[src/rtl/xbus_link_trainer.sv]
// ---------------------------------------------------------------------------
// xbus_link_trainer
//   Link-training controller for one xbus receive/transmit lane pair. The
//   local transmitter sends sync symbols while the receiver counts
//   consecutive received syncs. Once LOCK_CNT syncs arrive in a row, the
//   receiver has local lock. Sync is then held for HOLD_CYC cycles so the
//   far end can lock too, and after that the link is declared up. While up,
//   LOSS_CNT consecutive symbol errors drop the link back to training.
//   Training that runs past TIMEOUT cycles is retried. The MAX_RETRY-th
//   timeout parks the controller in FAIL until en_i is deasserted.
//
// Ports
//   clk_i        in   clock, rising edge
//   rst_ni       in   asynchronous active-low reset
//   en_i         in   training enable; low forces IDLE and clears everything
//   sync_i       in   received symbol this cycle is sync
//   valid_i      in   received symbol this cycle is a valid non-sync symbol
//   err_i        in   received symbol this cycle has a code/disparity error
//   tx_sync_o    out  transmitter sends sync symbols (TRAIN or HOLD)
//   training_o   out  state is TRAIN or HOLD
//   link_up_o    out  state is UP
//   fail_o       out  state is FAIL
//   retry_cnt_o  out  timeouts since the last entry to IDLE or UP
//   state_o      out  IDLE=0, TRAIN=1, HOLD=2, UP=3, FAIL=4
// ---------------------------------------------------------------------------
module xbus_link_trainer #(
  parameter int LOCK_CNT  = 8,
  parameter int HOLD_CYC  = 16,
  parameter int TIMEOUT   = 1024,
  parameter int LOSS_CNT  = 4,
  parameter int MAX_RETRY = 3
) (
  input  logic       clk_i,
  input  logic       rst_ni,
  input  logic       en_i,
  input  logic       sync_i,
  input  logic       valid_i,
  input  logic       err_i,
  output logic       tx_sync_o,
  output logic       training_o,
  output logic       link_up_o,
  output logic       fail_o,
  output logic [3:0] retry_cnt_o,
  output logic [2:0] state_o
);

  localparam int SYNC_W  = $clog2(LOCK_CNT + 1);
  localparam int HOLD_W  = $clog2(HOLD_CYC + 1);
  localparam int TIMER_W = $clog2(TIMEOUT + 1);
  localparam int ERR_W   = $clog2(LOSS_CNT + 1);
  localparam int RETRY_W = $clog2(MAX_RETRY + 1);

  // Terminal values, sized to their counters so the compares are width-clean.
  localparam logic [SYNC_W-1:0]  SYNC_LAST  = SYNC_W'(LOCK_CNT - 1);
  localparam logic [HOLD_W-1:0]  HOLD_LAST  = HOLD_W'(HOLD_CYC - 1);
  localparam logic [TIMER_W-1:0] TIMER_LAST = TIMER_W'(TIMEOUT - 1);
  localparam logic [ERR_W-1:0]   ERR_LAST   = ERR_W'(LOSS_CNT - 1);
  localparam logic [RETRY_W-1:0] RETRY_MAX  = RETRY_W'(MAX_RETRY);

  typedef enum logic [2:0] {
    ST_IDLE  = 3'd0,
    ST_TRAIN = 3'd1,
    ST_HOLD  = 3'd2,
    ST_UP    = 3'd3,
    ST_FAIL  = 3'd4
  } state_t;

  state_t             r_state;
  logic [SYNC_W-1:0]  r_sync_cnt;
  logic [HOLD_W-1:0]  r_hold_cnt;
  logic [TIMER_W-1:0] r_timer;
  logic [ERR_W-1:0]   r_err_cnt;
  logic [RETRY_W-1:0] r_retry;

  logic               w_lock;
  logic               w_timeout;
  logic [RETRY_W-1:0] w_retry_inc;

  // Lock needs this edge's sync sample on top of LOCK_CNT-1 already counted.
  assign w_lock      = sync_i && (r_sync_cnt == SYNC_LAST);
  assign w_timeout   = (r_timer == TIMER_LAST);
  assign w_retry_inc = r_retry + 1'b1;

  // NOTE: every flop here, counters included, is cleared by the async reset
  // and updated with non-blocking assignments only.
  always_ff @(posedge clk_i or negedge rst_ni) begin
    if (!rst_ni) begin
      r_state    <= ST_IDLE;
      r_sync_cnt <= '0;
      r_hold_cnt <= '0;
      r_timer    <= '0;
      r_err_cnt  <= '0;
      r_retry    <= '0;
    end else if (!en_i) begin
      r_state    <= ST_IDLE;
      r_sync_cnt <= '0;
      r_hold_cnt <= '0;
      r_timer    <= '0;
      r_err_cnt  <= '0;
      r_retry    <= '0;
    end else begin
      case (r_state)
        ST_IDLE: begin
          r_state    <= ST_TRAIN;
          r_sync_cnt <= '0;
          r_timer    <= '0;
        end

        ST_TRAIN: begin
          if (w_lock) begin
            // Lock wins over a timeout on the same edge; retry is untouched.
            r_state    <= ST_HOLD;
            r_hold_cnt <= '0;
          end else if (w_timeout) begin
            r_retry <= w_retry_inc;
            if (w_retry_inc == RETRY_MAX) begin
              r_state <= ST_FAIL;
            end else begin
              r_timer    <= '0;
              r_sync_cnt <= '0;
            end
          end else begin
            r_timer    <= r_timer + 1'b1;
            r_sync_cnt <= sync_i ? r_sync_cnt + 1'b1 : '0;
          end
        end

        ST_HOLD: begin
          if (err_i) begin
            // An error while the far end is still locking restarts training.
            r_state    <= ST_TRAIN;
            r_sync_cnt <= '0;
            r_timer    <= '0;
          end else if (r_hold_cnt == HOLD_LAST) begin
            r_state   <= ST_UP;
            r_retry   <= '0;
            r_err_cnt <= '0;
          end else begin
            r_hold_cnt <= r_hold_cnt + 1'b1;
          end
        end

        ST_UP: begin
          if (err_i) begin
            if (r_err_cnt == ERR_LAST) begin
              r_state    <= ST_TRAIN;
              r_sync_cnt <= '0;
              r_timer    <= '0;
              r_err_cnt  <= '0;
            end else begin
              r_err_cnt <= r_err_cnt + 1'b1;
            end
          end else if (valid_i || sync_i) begin
            // A clean symbol breaks the error run; idle cycles leave it alone.
            r_err_cnt <= '0;
          end
        end

        ST_FAIL: begin
          // Sticky until en_i drops.
        end

        default: r_state <= ST_IDLE;
      endcase
    end
  end

  assign tx_sync_o   = (r_state == ST_TRAIN) || (r_state == ST_HOLD);
  assign training_o  = (r_state == ST_TRAIN) || (r_state == ST_HOLD);
  assign link_up_o   = (r_state == ST_UP);
  assign fail_o      = (r_state == ST_FAIL);
  assign retry_cnt_o = 4'(r_retry);
  assign state_o     = r_state;

endmodule

[config.mk]
export PLATFORM = sky130hd
export DESIGN_NAME = xbus_link_trainer
export DESIGN_NICKNAME = d
export VERILOG_FILES = /design/src/rtl/xbus_link_trainer.sv
export SDC_FILE = /design/constraint.sdc
export NUM_CORES = 1
export LEC_CHECK = 0
export BUFFER_PORTS_ARGS = -buffer_cell sky130_fd_sc_hd__buf_2
export CAP_MARGIN = 40
export CORE_AREA = 4 4 72 57
export DETAILED_ROUTE_END_ITERATION = 12
export DIE_AREA = 0 0 76 61
export PLACE_DENSITY = 0.69
export SLEW_MARGIN = 15
export SYNTH_ARGS = -nofsm -noshare
export SYNTH_HDL_FRONTEND = slang
export SYNTH_SLANG_ARGS = --single-unit
[constraint.sdc]
create_clock -name clk_i -period 2.17 [get_ports clk_i]
set_clock_uncertainty 0.2 [all_clocks]
set_input_delay 0.217 -clock clk_i [delete_from_list [all_inputs] [get_ports clk_i]]
set_output_delay 0.217 -clock clk_i [all_outputs]
set_load 0.05 [all_outputs]
==> results of run 1 <==
layout make-up:
cell class | count | area, µm² | area share, %
Timing Repair Buffer | 35 | 246 | 11.7
Multi-Input combinational cell | 140 | 1020 | 48.4
Tap cell | 40 | 50.0 | 2.38
Sequential cell | 28 | 704 | 33.5
Clock buffer | 4 | 55.1 | 2.62
Inverter | 8 | 30.0 | 1.43
critical path, cell delays in order (launching register included):
cell and delay, ps:
dfrtp_1 390, ha_2 190, and3_4 190, ha_4 160, or4b_4 490, or2_4 270
nand3_4 80, nor2_1 50, a2bb2oi_1 120
flip-flops by register name, summed over array words and instances, names as in the netlist:
register and count:
r_err_cnt 3, r_hold_cnt 5, r_retry 2, r_sync_cnt 4, r_timer 11, state_o 3
layout by cell type, fill, tap and decap left out, drive strengths merged, types with 2 or more instances in the layout:
| cell type | count |
|---|---|
| a21boi | 2 |
| a21oi | 7 |
| a221o | 3 |
| a22o | 3 |
| a31oi | 3 |
| and3 | 3 |
| buf | 34 |
| clkbuf | 4 |
| conb | 2 |
| dfrtp | 28 |
| ha | 6 |
| inv | 8 |
| nand2 | 18 |
| nand2b | 6 |
| nand3 | 14 |
| nor2 | 13 |
| nor2b | 5 |
| nor3 | 3 |
| nor3b | 5 |
| nor4 | 2 |
| o21a | 2 |
| o21ai | 13 |
| o2bb2ai | 4 |
| or3 | 3 |
| or4 | 2 |
metal layers:
metal	GRT usage [%]	up-vias	part of all wire (%)
met5	0	-	0
met4	3.30	0	0.86
met3	4.01	4	4.3
li1	-	729	-
met2	31.7	27	46
met1	23.2	732	48
logic make-up (layout without fill, tap and decap cells):
logic type	count (synthesis)	count (layout)	share of synthesized area, %
compound gates	44	44	17.7
xor+xnor	1	1	0.503
fa+ha+maj	6	6	4.31
buf+inv	17	47	6.25
flops	28	28	40.2
mux	2	2	1.22
other cells	1	2	0.215
simple gates	85	85	29.6
synthesized netlist by cell type, types with 4 or more instances:
master     instances
nand2_1           18
a21oi_1            7
dfrtp_1           28
nor2b_1            5
buf_4              6
ha_1               6
o21ai_0            4
nor2_1            13
nand3_1           10
o2bb2ai_1          4
nor3b_1            4
inv_1              8
o21ai_1            8
power breakdown:
part | switching (µW) | leakage [µW] | internal, µW
sequential | 5.43 | 0.000383 | 525
clock | 164 | 0.0000288 | 163
combinational | 59.3 | 0.000537 | 25.3
stage by stage:
stage / utilization [%] / power (µW) / instances / TNS (ps) / hold WS, ps
after floorplan: - / 594 / 185 / -77.0 / -279
after global placement: 59.1 / 621 / 247 / -275 / 72.0
after detailed placement: 59.1 / 623 / 247 / -496 / 77.0
after CTS: 62.7 / 952 / 254 / -152 / 42.9
after global routing: 63.6 / 983 / 255 / -559 / 50.6
final: 63.6 / 941 / 255 / -156 / 46.6
worst max-delay path by stage:
stage / startpoint / to / slack [ps] / cells after the start
final: r_hold_cnt[0]$_DFFE_PN0P_ / state_o[2]$_DFFE_PN0P_ / -70 / 8
after global routing: r_hold_cnt[0]$_DFFE_PN0P_ / state_o[2]$_DFFE_PN0P_ / -130 / 8
after CTS: r_hold_cnt[1]$_DFFE_PN0P_ / state_o[2]$_DFFE_PN0P_ / -70 / 8
after detailed placement: r_hold_cnt[0]$_DFFE_PN0P_ / r_hold_cnt[0]$_DFFE_PN0P_ / -90 / 8
after global placement: r_hold_cnt[0]$_DFFE_PN0P_ / r_hold_cnt[1]$_DFFE_PN0P_ / -50 / 8
after floorplan: r_hold_cnt[0]$_DFFE_PN0P_ / state_o[2]$_DFFE_PN0P_ / -60 / 8
timing repair:
| action | CTS | global route |
|---|---|---|
| hold buffers | 1 | 0 |
| endpoints found under the setup margin | 8 | 10 |
| setup buffers | 2 | 1 |
| hold endpoints to repair | 28 | 0 |
| pin swaps | 5 | 3 |
| resized for setup | 8 | 4 |
==> results.json, run 1 <==
{
  "min_from": "sync_i",
  "rsz0062_at_grt": "true",
  "antenna_found_initial": 0,
  "initial_core_util_pct": 52.6,
  "wl_per_cell_um": 15.5,
  "cap_violations": 0,
  "synth_enable_flop_cells": 0,
  "path_class": "register to register",
  "netlist.area_leader.share_pct": 40.2,
  "vias": 1492,
  "cp_max_fo": 4,
  "reg2regPathDepth": 8,
  "ys_warn_count": 0,
  "fp.dieH_um": 61,
  "clockBufferDepth": 2,
  "grt_max_degree": 29,
  "netlist.top_cell.by_area": "dfrtp_1",
  "ir_drop_uv": 455,
  "crit_required_ps": 2140,
  "critPathArrivalTime_ps": 2210,
  "critPathCaptureType": "register",
  "vias_per_cell": 5.85,
  "placed_area_um2": 1960,
  "setup_violations": 6,
  "whs_path_depth": 3,
  "place_congestion": 0.881,
  "portBuffers": 14,
  "fin_crit_ps": 2240,
  "fin_ws_ps": -68.5,
  "ys.flop_type": "dfrtp_1",
  "min_path_type": "input port to register",
  "ys_seq_area_share_pct": 40.2,
  "hold_end": "r_sync_cnt[3]$_DFFE_PN0P_",
  "area_growth_pct": 20.7,
  "r2r-start": "r_hold_cnt[0]$_DFFE_PN0P_",
  "regToRegSetupSlack_ps": -70,
  "drt-total-wl_um": 3960,
  "netlist_top_cells_area": "dfrtp_1 40%, ha_1 4.3%, nand2_1 3.9%, nand3_1 2.9%, nor2_1 2.8%",
  "final_cell_area_um2": 2100,
  "clk_latency_ps": 280,
  "hpwl_um": 2860,
  "ctsHtreeMaxLevel": 1,
  "ys_ff_latch": 28,
  "finish.net_count": 228,
  "max_freq_ghz": 0.447,
  "syn-cell-area_um2": 1740,
  "grt_pass1_wl_um": 6600,
  "synth.distinct_cells": 54,
  "p_leak_uw": 0.000949,
  "fp.dieW_um": 76,
  "async_reset_ff_share_pct": 100,
  "grt_pass1_vias": 1444,
  "die-area_um2": 4640,
  "timing.rr.end": "state_o[2]$_DFFE_PN0P_",
  "post-route-period-util_pct": 103,
  "io_pins": 17,
  "num-fill-cells": 279,
  "worst_pin_slew_ps": 636,
  "syn_inst": 184,
  "postRouteAntennaNets": 0,
  "rows": 18,
  "cts.clk_slew.worst_paths_ps": 100,
  "clock-sinks": 28,
  "outcome": "finished with violations",
  "violations": "negative setup slack",
  "cts_tree": "yes",
  "slew_violations": 0,
  "drt_iter0_drc": 103,
  "dp_worst_setup_slack_ps": -86.9,
  "numCtsBuffers": 3,
  "hold_viol": 0,
  "core-area_um2": 3310,
  "drive_above_1_share_pct": 31.6,
  "power-per-cell-area_nw_per_um2": 447,
  "first_pass_iters": 4,
  "grtUsageTotal_pct": 17.9,
  "drcViolationCount": 0,
  "n_antenna_cell": 0,
  "root_buffer": "clkbuf_8",
  "relSlewSlack_pct": 57.6,
  "startpoint_type": "register",
  "avgSynthCellArea_um2": 9.47,
  "overflow": 0
}
Note: power is estimated with default switching activity, not from simulation.
==> inputs of run 2 (changes only) <==
--- a/config.mk
+++ b/config.mk
@@ -7,9 +7,11 @@
 export LEC_CHECK = 0
 export BUFFER_PORTS_ARGS = -buffer_cell sky130_fd_sc_hd__buf_2
 export CAP_MARGIN = 40
-export CORE_AREA = 4 4 72 57
+export CELL_PAD_IN_SITES_DETAIL_PLACEMENT = 1
+export CELL_PAD_IN_SITES_GLOBAL_PLACEMENT = 2
+export CORE_AREA = 4 4 89 70
 export DETAILED_ROUTE_END_ITERATION = 12
-export DIE_AREA = 0 0 76 61
+export DIE_AREA = 0 0 93 74
 export PLACE_DENSITY = 0.69
 export SLEW_MARGIN = 15
 export SYNTH_ARGS = -nofsm -noshare
==> results.json, run 2 (same netlist as run 1, synthesis figures left out) <==
{
  "p_leak_uw": 0.000969,
  "initial_core_util_pct": 32.9,
  "crit_required_ps": 2150,
  "setup_violations": 7,
  "dp_worst_setup_slack_ps": -137,
  "vias": 1541,
  "antenna_found_initial": 0,
  "cts_tree": "yes",
  "die-area_um2": 6880,
  "ctsHtreeMaxLevel": 1,
  "relSlewSlack_pct": 55.3,
  "rows": 23,
  "outcome": "finished with violations",
  "violations": "negative setup slack",
  "path_class": "register to register",
  "power-per-cell-area_nw_per_um2": 424,
  "drcViolationCount": 0,
  "postRouteAntennaNets": 0,
  "clockBufferDepth": 2,
  "grt_pass1_vias": 1719,
  "n_antenna_cell": 0,
  "final_cell_mix": "25 x dfrtp_1, 22 x buf_4, 18 x nand2_1",
  "hold_viol": 0,
  "mostFrequentLayoutCell": "dfrtp_1",
  "max_freq_ghz": 0.446,
  "drive_above_1_share_pct": 34.2,
  "root_buffer": "clkbuf_8",
  "largest_reg_flops": 11,
  "clock-sinks": 28,
  "place_congestion": 0.830,
  "worst_pin_slew_ps": 670,
  "startpoint_type": "register",
  "holdWs_ps": 51.9,
  "overflow": 0,
  "vias_per_cell": 5.24,
  "power_uw": 929,
  "fp.dieW_um": 93,
  "cap_violations": 0,
  "core-area_um2": 5300,
  "reg_top3": "r_timer: 11 flops, r_hold_cnt: 5 flops, r_sync_cnt: 4 flops",
  "drt_iter0_drc": 67,
  "hpwl_um": 3620,
  "rsz0062_at_grt": "true",
  "num-fill-cells": 633,
  "grt_pass1_wl_um": 8560,
  "ir_drop_uv": 218,
  "grt_max_degree": 29,
  "fp.dieH_um": 74,
  "top_register": "r_timer",
  "wl_per_cell_um": 16.9,
  "area_growth_pct": 25.8,
  "multi_input_area_um2": 1040,
  "post-route-period-util_pct": 103,
  "clk_latency_ps": 290,
  "cp_max_fo": 4,
  "critPathArrivalTime_ps": 2220,
  "first_pass_iters": 4,
  "setup_tns_ps": -208,
  "cts.clk_slew.worst_paths_ps": 110,
  "portBuffers": 14,
  "numCtsBuffers": 3,
  "io_pins": 17,
  "min_path_type": "input port to register",
  "critPathCaptureType": "register",
  "grtUsageTotal_pct": 15.7,
  "fin_crit_ps": 2240,
  "final_util_pct": 41.4,
  "slew_violations": 0,
  "drt-total-wl_um": 4970,
  "fin_ws_ps": -71.0,
  "ff_latch_area_um2": 704,
  "finish.net_count": 232
}
==> run 2: path summary, 6_finish.rpt <==
check / slack (ps) / cells past startpoint / startpoint / endpoint
worst max-delay path: -70 / 8 / r_hold_cnt[0]$_DFFE_PN0P_ / state_o[2]$_DFFE_PN0P_
worst min-delay path: 50 / 3 / sync_i / r_sync_cnt[3]$_DFFE_PN0P_
worst max register to register: -70 / 8 / r_hold_cnt[0]$_DFFE_PN0P_ / state_o[2]$_DFFE_PN0P_
worst min register to register: 310 / 2 / r_hold_cnt[4]$_DFFE_PN0P_ / r_hold_cnt[4]$_DFFE_PN0P_
max in group asynchronous: 1000 / 2 / rst_ni / state_o[1]$_DFFE_PN0P_
min in group asynchronous: 290 / 2 / rst_ni / r_timer[4]$_DFFE_PN0P_
==> run 2: area by class of cell <==
class / count / share of cell area (%)
multi-input combinational: 140 / 47.5
sequential: 28 / 32.1
timing repair buffer: 39 / 12.6
tap: 75 / 4.28
clock buffer: 4 / 2.05
inverter: 8 / 1.37
==> run 2: metal layers <==
metal  up-vias  global-route usage [%]  wire, µm
met3         5                    3.34       117
li1        735                       -         -
met1       786                    21.1      2450
met2        15                    27.0      2370
met4         0                    2.60        35
met5         -                       0         0
==> run 2: what timing repair did <==
| item | CTS | global route |
|---|---|---|
| setup buffers | 3 | 2 |
| resized for setup | 11 | 6 |
| hold endpoints to repair | 28 | 0 |
| pin swaps | 6 | 8 |
| hold buffers | 1 | 0 |
| setup endpoints to repair | 8 | 18 |
==> run 2: power by group <==
group | switching [µW] | leakage (µW) | internal [µW] | total [µW]
registers | 4.70 | 0.000383 | 525 | 530
clock network | 173 | 0.0000228 | 132 | 306
logic | 65.6 | 0.000563 | 27.9 | 93.5
total | 244 | 0.000969 | 685 | 929
==> run 2: metrics by stage <==
step / cells / area, µm²
floorplan: 185 / 1780
global placement: 284 / 2020
detailed placement: 284 / 2020
CTS: 292 / 2140
global route: 294 / 2190
finish: 294 / 2190
==> run 2: worst max-delay path: stages, from the launching register on <==
cell and delay (ps):
dfrtp_1 400, ha_2 200, and3_4 180, ha_4 150
or4b_4 500, or2_4 270, nand3_4 90, nor2_2 40
a2bb2oi_2 120
